**config.mk**
```make
export PLATFORM = sky130hd
export DESIGN_NAME = vec_center_stream
export DESIGN_NICKNAME = d
export VERILOG_FILES = /design/src/rtl/vec_center_stream_pkg.sv /design/src/rtl/fxp_sub_sat.sv /design/src/rtl/vec_center_stream.sv
export SDC_FILE = /design/constraint.sdc
export NUM_CORES = 1
export LEC_CHECK = 0
export ABC_CLOCK_PERIOD_IN_PS = 3900
export CORE_UTILIZATION = 35
export CTS_BUF_LIST = sky130_fd_sc_hd__clkbuf_16
export CTS_CLUSTER_DIAMETER = 200
export DETAILED_ROUTE_END_ITERATION = 16
export PLACE_DENSITY_LB_ADDON = 0.3
export SYNTH_ARGS = -nofsm -noshare
export SYNTH_HDL_FRONTEND = slang
export SYNTH_SLANG_ARGS = --single-unit
```
**constraint.sdc**
```tcl
create_clock -name clock -period 3.9 [get_ports clock]
set_input_delay 0.585 -clock clock [delete_from_list [all_inputs] [get_ports clock]]
set_output_delay 0.585 -clock clock [all_outputs]
set_load 0.01 [all_outputs]
```
**src/rtl/vec_center_stream_pkg.sv**
```systemverilog
// Shared sizing, fixed-point limits and FSM encoding for the vector-centering path.
// Optional saturation in the subtractor is selected by VEC_CENTER_SAT_EN.
package vec_center_stream_pkg;

  localparam int ARR_WIDTH = 4;
  localparam int FXP_N     = 16;
  localparam int FXP_R     = 8;
  localparam int IDX_W     = $clog2(ARR_WIDTH);

  localparam logic signed [FXP_N-1:0] FXP_MAX = {1'b0, {(FXP_N-1){1'b1}}};
  localparam logic signed [FXP_N-1:0] FXP_MIN = {1'b1, {(FXP_N-1){1'b0}}};

  typedef enum logic [0:0] {
    IDLE   = 1'b0,
    STREAM = 1'b1
  } center_state_t;

endpackage

```
**src/rtl/fxp_sub_sat.sv**
```systemverilog
// Combinational signed a-b; VEC_CENTER_SAT_EN clamps to the W-bit range, else wraps.
// Zero latency, no flow control of its own.
module fxp_sub_sat #(
  parameter int W = 16
) (
  input  logic signed [W-1:0] i_a,
  input  logic signed [W-1:0] i_b,
  output logic signed [W-1:0] o_diff
);

  logic signed [W:0] w_ext;

  assign w_ext = {i_a[W-1], i_a} - {i_b[W-1], i_b};

`ifdef VEC_CENTER_SAT_EN
  // The two top bits disagree only when the result left the W-bit range.
  always_comb begin
    o_diff = w_ext[W-1:0];
    if (w_ext[W] != w_ext[W-1]) begin
      o_diff = w_ext[W] ? {1'b1, {(W-1){1'b0}}} : {1'b0, {(W-1){1'b1}}};
    end
  end
`else
  logic w_unused_msb;
  assign w_unused_msb = w_ext[W];
  assign o_diff       = w_ext[W-1:0];
`endif

endmodule

```
**src/rtl/vec_center_stream.sv**
```systemverilog
// Latches a vector and its mean, then streams (elem - mean) one element per handshake.
// First element one cycle after accept; holds outputs under out_ready low (VEC_CENTER_SAT_EN selects clamping).
module vec_center_stream
  import vec_center_stream_pkg::*;
(
  input  logic                              clock,
  input  logic                              reset,
  input  logic                              in_valid,
  output logic                              in_ready,
  input  logic [ARR_WIDTH-1:0][FXP_N-1:0]   input_arr,
  input  logic signed [FXP_N-1:0]           mean_in,
  output logic                              out_valid,
  input  logic                              out_ready,
  output logic signed [FXP_N-1:0]           out_data,
  output logic [IDX_W-1:0]                  out_idx,
  output logic                              out_last
);

  center_state_t                     r_state;
  logic [IDX_W-1:0]                  r_idx;
  logic [ARR_WIDTH-1:0][FXP_N-1:0]   r_vec;
  logic signed [FXP_N-1:0]           r_mean;

  logic                              w_last;
  logic signed [FXP_N-1:0]           w_elem;

  assign w_last = (r_state == STREAM) && (r_idx == IDX_W'(ARR_WIDTH-1));
  assign w_elem = r_vec[r_idx];

  always_ff @(posedge clock or posedge reset) begin
    if (reset) begin
      r_state <= IDLE;
      r_idx   <= '0;
      r_vec   <= '0;
      r_mean  <= '0;
    end else begin
      case (r_state)
        IDLE: begin
          if (in_valid) begin
            r_vec   <= input_arr;
            r_mean  <= mean_in;
            r_idx   <= '0;
            r_state <= STREAM;
          end
        end
        STREAM: begin
          if (out_ready) begin
            if (w_last) begin
              r_state <= IDLE;
              r_idx   <= '0;
            end else begin
              r_idx <= r_idx + 1'b1;
            end
          end
        end
        default: r_state <= IDLE;
      endcase
    end
  end

  fxp_sub_sat #(.W(FXP_N)) u_sub (
    .i_a    (w_elem),
    .i_b    (r_mean),
    .o_diff (out_data)
  );

  assign in_ready  = (r_state == IDLE);
  assign out_valid = (r_state == STREAM);
  assign out_idx   = r_idx;
  assign out_last  = w_last;

endmodule

```
==> results.py, run 1 <==
metrics = {
    "sta": {
        "setup_viol": 0,
        "fmaxAchievable_ghz": 0.2650,
        "tns_ps": 0,
        "fin_crit_ps": 3774,
        "hold_violations": 0,
        "tightest_slew_ps": 535.7,
        "fin_worst_skew_ps": 4.788,
        "slew_viol_final": 0,
        "relSlewSlack": 0.6425,
        "fin_crit_sh": 0.9676,
    },
    "grt": {
        "grt_pass1_wl_um": 16280,
        "antenna_found_initial": 0,
        "grt.total_usage": 0.1676,
        "grt_pass1_vias": 3211,
        "grt_overflow": 0,
        "grt_start_max_net_pins": 95,
    },
    "critical_path": {
        "path_delay_family": "compound AO/OA/AOI/OAI gates",
        "r2r-end": "r_vec[26]",
        "cp.depth": 12,
        "cp_slowest_cell": "mux4_2",
        "worstSetupEndpoint": "out_data[14]",
        "crit_fanout": 3,
        "cp_common_cell": "inv_2",
        "regToRegStartpoint": "out_valid",
        "cp.arrival_ps": 3190,
        "cp-end-kind": "output port",
        "critPathMaxStageDelay_ps": 530,
        "critical_path_buf_inv_count": 4,
        "cp_data_required_time_ps": 3310,
        "cp-start-kind": "register",
        "crit_chain": "mux4_2 > inv_2 > ha_4 > inv_2 > fa_2 > a21o_4 > a311oi_4 > or2_4 > buf_4 > o311ai_2 > xor2_1 > buf_2",
        "critPathKind": "register to output port",
        "regToRegSetupSlack_ps": 2320,
        "setup.worst_path.start": "out_idx[0]",
        "ff2ff_path_depth": 3,
    },
    "synth": {
        "synthTopCellsByArea": "dfrtp_1 48%, mux2_2 18%, mux4_2 8.4%",
        "post-synth-top-count-cell": "dfrtp_1",
        "ys_seq_area_frac": 0.4850,
        "synth_nets": 436,
        "ys_warn_count": 0,
        "yosys.area_share.simple": 0.04966,
        "syn_area_per_cell_um2": 12.82,
        "ys.flop_type": "dfrtp_1",
        "synth_commonest_cells": "83 x dfrtp_1, 67 x mux2_2, 26 x nand2_1",
        "ys_seq_elements": 83,
        "synth_edf_count": 0,
        "synth_area_um2": 4283,
        "synth_cell_types": 40,
        "synth_top_area_share": 0.4850,
        "synth.area.mux_share": 0.2603,
        "syn_inst": 334,
        "synth_area_leader_cell": "dfrtp_1",
        "synth_compound_area_frac": 0.08618,
        "synth-xor-area-share": 0.02863,
        "synth_fa_ha_area_frac": 0.05434,
        "synthArstFlopShare": 1.000,
        "synth_top_family_by_area": "multiplexers",
    },
    "floorplanning": {
        "dieArea_um2": 12680,
        "num_io_pins": 105,
        "initial_core_util": 0.3581,
        "core_um2": 11960,
        "die_w_um": 112.6,
        "placementRows": 40,
        "chipHeight_um": 112.6,
    },
    "final_layout": {
        "fin_cells": 602,
        "drive_above_1_share": 0.3187,
        "multi_input_area_um2": 2176,
        "nets": 553,
        "seq_area_um2": 2078,
        "diodes": 0,
        "fill_cells": 1037,
        "syn_to_final_growth_pct": 40.46,
    },
    "drt": {
        "detail_route.drc_violations": 0,
        "dr.pass1.iters": 4,
        "routedWlPerCell_um": 16.40,
        "detail_route.wirelength_um": 9872,
        "vias": 2990,
        "viasPerCell": 4.967,
        "first_iter_violations": 89,
        "drtAntennaViolNets": 0,
    },
    "clocking": {
        "clock_path_buffers": 2,
        "cts_sinks": 83,
        "cts_max_level": 3,
        "clk_pin_slew_ps": 60,
        "insertion_delay_ps": 330,
        "cts_root_buf": "clkbuf_16",
        "ctsHoldBuffers": 0,
        "cts_tree": "done",
        "cts_buffers": 9,
    },
    "min_path": {
        "worstHoldPathType": "register to register",
        "hold_path.startpoint": "r_vec[43]",
    },
    "run_status": {
        "status": "finished clean",
    },
    "placement": {
        "dp_cells": 582,
        "hpwlAfterDp_um": 7448,
        "gp_congestion": 0.8480,
        "io_buffers": 104,
    },
    "run": {
        "max-cap-violations": 0,
    },
}
-- layer usage --
layer,GRT usage,vias up,share of wire
li1,-,1443,-
met1,0.2278,1467,0.47
met5,0,-,0
met4,0.06933,0,0.014
met3,0.03024,10,0.047
met2,0.2650,70,0.47
-- registers in the layout (all words and copies together), names as in the netlist --
name,flops
r_vec,64
r_mean,16
out_idx,2
out_valid,1
-- kinds of logic after synthesis --
| kind of cell | Yosys count |
|---|---|
| AO/OA/AOI/OAI | 52 |
| XOR/XNOR | 14 |
| adder cells (fa/ha/maj) | 18 |
| buffers and inverters | 37 |
| flip-flops | 83 |
| multiplexers | 83 |
| AND/OR/NAND/NOR | 47 |
-- worst reg2reg max path, delay by kind of cell (launching register included) --
kind                   cells  cell delay, ps
buffers and inverters      1             360
DFF                        1             480
muxes                      1             470
and+or+nand+nor            1             170
-- area by class of cell --
cell class	count	area share
inverters	21	0.01331
repair buffers	122	0.1978
clock inverters	6	0.01373
well taps	147	0.03057
clock buffers	9	0.03744
flip-flops and latches	83	0.3455
multi-input cells	214	0.3617
-- layout by cell type, fill, tap and decap left out, types with 5 or more instances in the layout --
master,count
a21oi_1,6
a21oi_2,6
buf_4,15
clkbuf_16,9
clkdlybuf4s50_1,95
dfrtp_1,82
ha_1,12
inv_1,19
mux2_2,67
mux4_2,16
nand2_1,26
nor2_1,6
o211ai_1,5
o21ai_0,17
xnor2_1,6
xor2_1,8
-- stage by stage --
step | util | setup slack [ps] | hold WS [ps] | cell area [µm²]
6_report | 0.5029 | 126.4 | 503.1 | 6016
5_1_grt | 0.5029 | -37.09 | 516.8 | 6016
4_1_cts | 0.4955 | -1.070 | 505.7 | 5927
3_5_place_dp | 0.4641 | -35.42 | 492.0 | 5552
3_3_place_gp | 0.4641 | 30.54 | 485.7 | 5552
2_1_floorplan | - | 471.3 | 475.2 | 4283
-- timing repair --
item / in CTS / in global routing
endpoints found under the setup margin: 10 / 9
resized for setup: 20 / 26
buffers inserted: 2 / 3
cloned: 0 / 0
pin swaps: 3 / 7
-- how the worst min path moves through the flow --
stage                     end  slack [ps]  depth (start not counted)
global placement     r_vec[6]         490                          1
floorplan           r_vec[32]         480                          1
CTS                 r_vec[54]         510                          1
finish              r_vec[43]         500                          1
detailed placement  r_vec[54]         490                          1
global route        r_vec[57]         520                          1
Power of run 1 is left out: the tool's default activity adds up to more than one toggle a clock period on the data nets, which glitch-free logic cannot reach.
==> run 2, diff against run 1 <==
CORE_UTILIZATION = 50   (was 35)
==> results.py, run 2 (same netlist as run 1, synthesis figures left out) <==
metrics = {
    "drt": {
        "vias": 3033,
        "routedWlPerCell_um": 17.46,
        "first_iter_violations": 184,
        "detail_route.wirelength_um": 9706,
        "viasPerCell": 5.455,
        "detail_route.drc_violations": 0,
        "dr.pass1.iters": 4,
        "drtAntennaViolNets": 0,
    },
    "critical_path": {
        "critPathKind": "register to output port",
        "crit_fanout": 5,
        "cp-start-kind": "register",
        "cp.arrival_ps": 3190,
        "cp_data_required_time_ps": 3310,
        "cp-end-kind": "output port",
    },
    "min_path": {
        "worstHoldPathType": "register to register",
    },
    "grt": {
        "grt_pass1_vias": 3082,
        "grt.total_usage": 0.2325,
        "grt_start_max_net_pins": 95,
        "antenna_found_initial": 0,
        "grt_pass1_wl_um": 15420,
        "grt_overflow": 0,
    },
    "sta": {
        "fin_worst_skew_ps": 6.060,
        "fin_crit_sh": 0.9675,
        "hold_violations": 0,
        "setup_viol": 0,
        "tns_ps": 0,
        "relSlewSlack": 0.5015,
        "tightest_slew_ps": 746.9,
        "fin_crit_ps": 3773,
        "slew_viol_final": 0,
        "fmaxAchievable_ghz": 0.2650,
        "rsz0062_at_grt": "false",
    },
    "final_layout": {
        "nets": 549,
        "largest_reg_flops": 64,
        "syn_to_final_growth_pct": 37.13,
        "regMostFlops": "r_vec",
        "drive_above_1_share": 0.2882,
        "diodes": 0,
        "final_common_cell": "clkdlybuf4s50_1",
        "final_cell_mix": "95 x clkdlybuf4s50_1, 82 x dfrtp_1, 67 x mux2_2",
        "final_util": 0.7112,
        "design_area_um2": 5873,
        "fill_cells": 595,
    },
    "floorplanning": {
        "chipHeight_um": 94.55,
        "initial_core_util": 0.5186,
        "placementRows": 33,
        "die_w_um": 94.55,
        "dieArea_um2": 8940,
        "num_io_pins": 105,
        "core_um2": 8258,
    },
    "run_status": {
        "status": "finished clean",
    },
    "clocking": {
        "cts_tree": "done",
        "cts_max_level": 3,
        "clock_path_buffers": 2,
        "cts_buffers": 9,
        "cts_sinks": 83,
        "clk_pin_slew_ps": 60,
        "insertion_delay_ps": 330,
        "ctsHoldBuffers": 0,
        "cts_root_buf": "clkbuf_16",
    },
    "run": {
        "max-cap-violations": 0,
    },
    "placement": {
        "hpwlAfterDp_um": 7052,
        "io_buffers": 104,
        "placedInstanceArea_um2": 5499,
        "gp_congestion": 0.8980,
    },
}
==> run 2: cell count changes in the layout (fill, tap and decap cells not counted), sizes merged, moves of 2 or more <==
cell	delta
clkinvlp	-2
buf	-6
dlygate4sd2	+3
clkinv	+2
==> run 2: repair_timing <==
item | CTS | global route
setup endpoints to repair | 9 | 5
pin swaps | 3 | 2
resized for setup | 20 | 10
setup buffers | 1 | 0
==> run 2: layout make-up <==
cell class	count	area, µm²	share of cell area
Clock buffer	9	225.2	0.03835
Clock inverter	6	50.05	0.008522
Inverter	21	80.08	0.01363
Multi-Input combinational cell	214	2142	0.3647
Sequential cell	83	2078	0.3539
Tap cell	105	131.4	0.02237
Timing Repair Buffer	118	1166	0.1986
==> run 2: final timing paths <==
path | start | endpoint | slack [ps] | cells past startpoint
worst max register to register | out_valid | r_vec[18] | 2340 | 3
worst max-delay path | out_idx[0] | out_data[7] | 130 | 9
min in group asynchronous | reset | r_vec[43] | 690 | 2
worst min register to register | r_vec[63] | r_vec[63] | 500 | 1
worst min-delay path | r_vec[63] | r_vec[63] | 500 | 1
max in group asynchronous | reset | out_idx[0] | 2420 | 3
==> run 2: through the flow <==
step           cells  hold slack, ps  setup WS (ps)
6_report         556           500.7          126.6
5_1_grt          556           518.2          1.105
4_1_cts          556           505.4          21.11
3_5_place_dp     540           492.3          61.09
3_3_place_gp     540           483.1          132.2
2_1_floorplan    334           475.2          471.3
==> run 2: routing by layer <==
metal / GRT usage / part of all wire / vias to the layer above
met4: 0.07955 / 0.0090 / 0
met2: 0.3853 / 0.51 / 83
met3: 0.04348 / 0.045 / 8
met1: 0.3080 / 0.44 / 1506
met5: 0 / 0 / -
li1: - / - / 1436
==> run 2: critical path, cell delays in order (launching register included) <==
cell and delay (ps):
dfrtp_2 420, buf_6 160, mux4_2 550, ha_4 260
a21oi_2 230, nand2_1 140, a31oi_2 280, o21ai_1 110
xor2_1 170, clkdlybuf4s50_1 560
Power of run 2 is left out for the same reason.
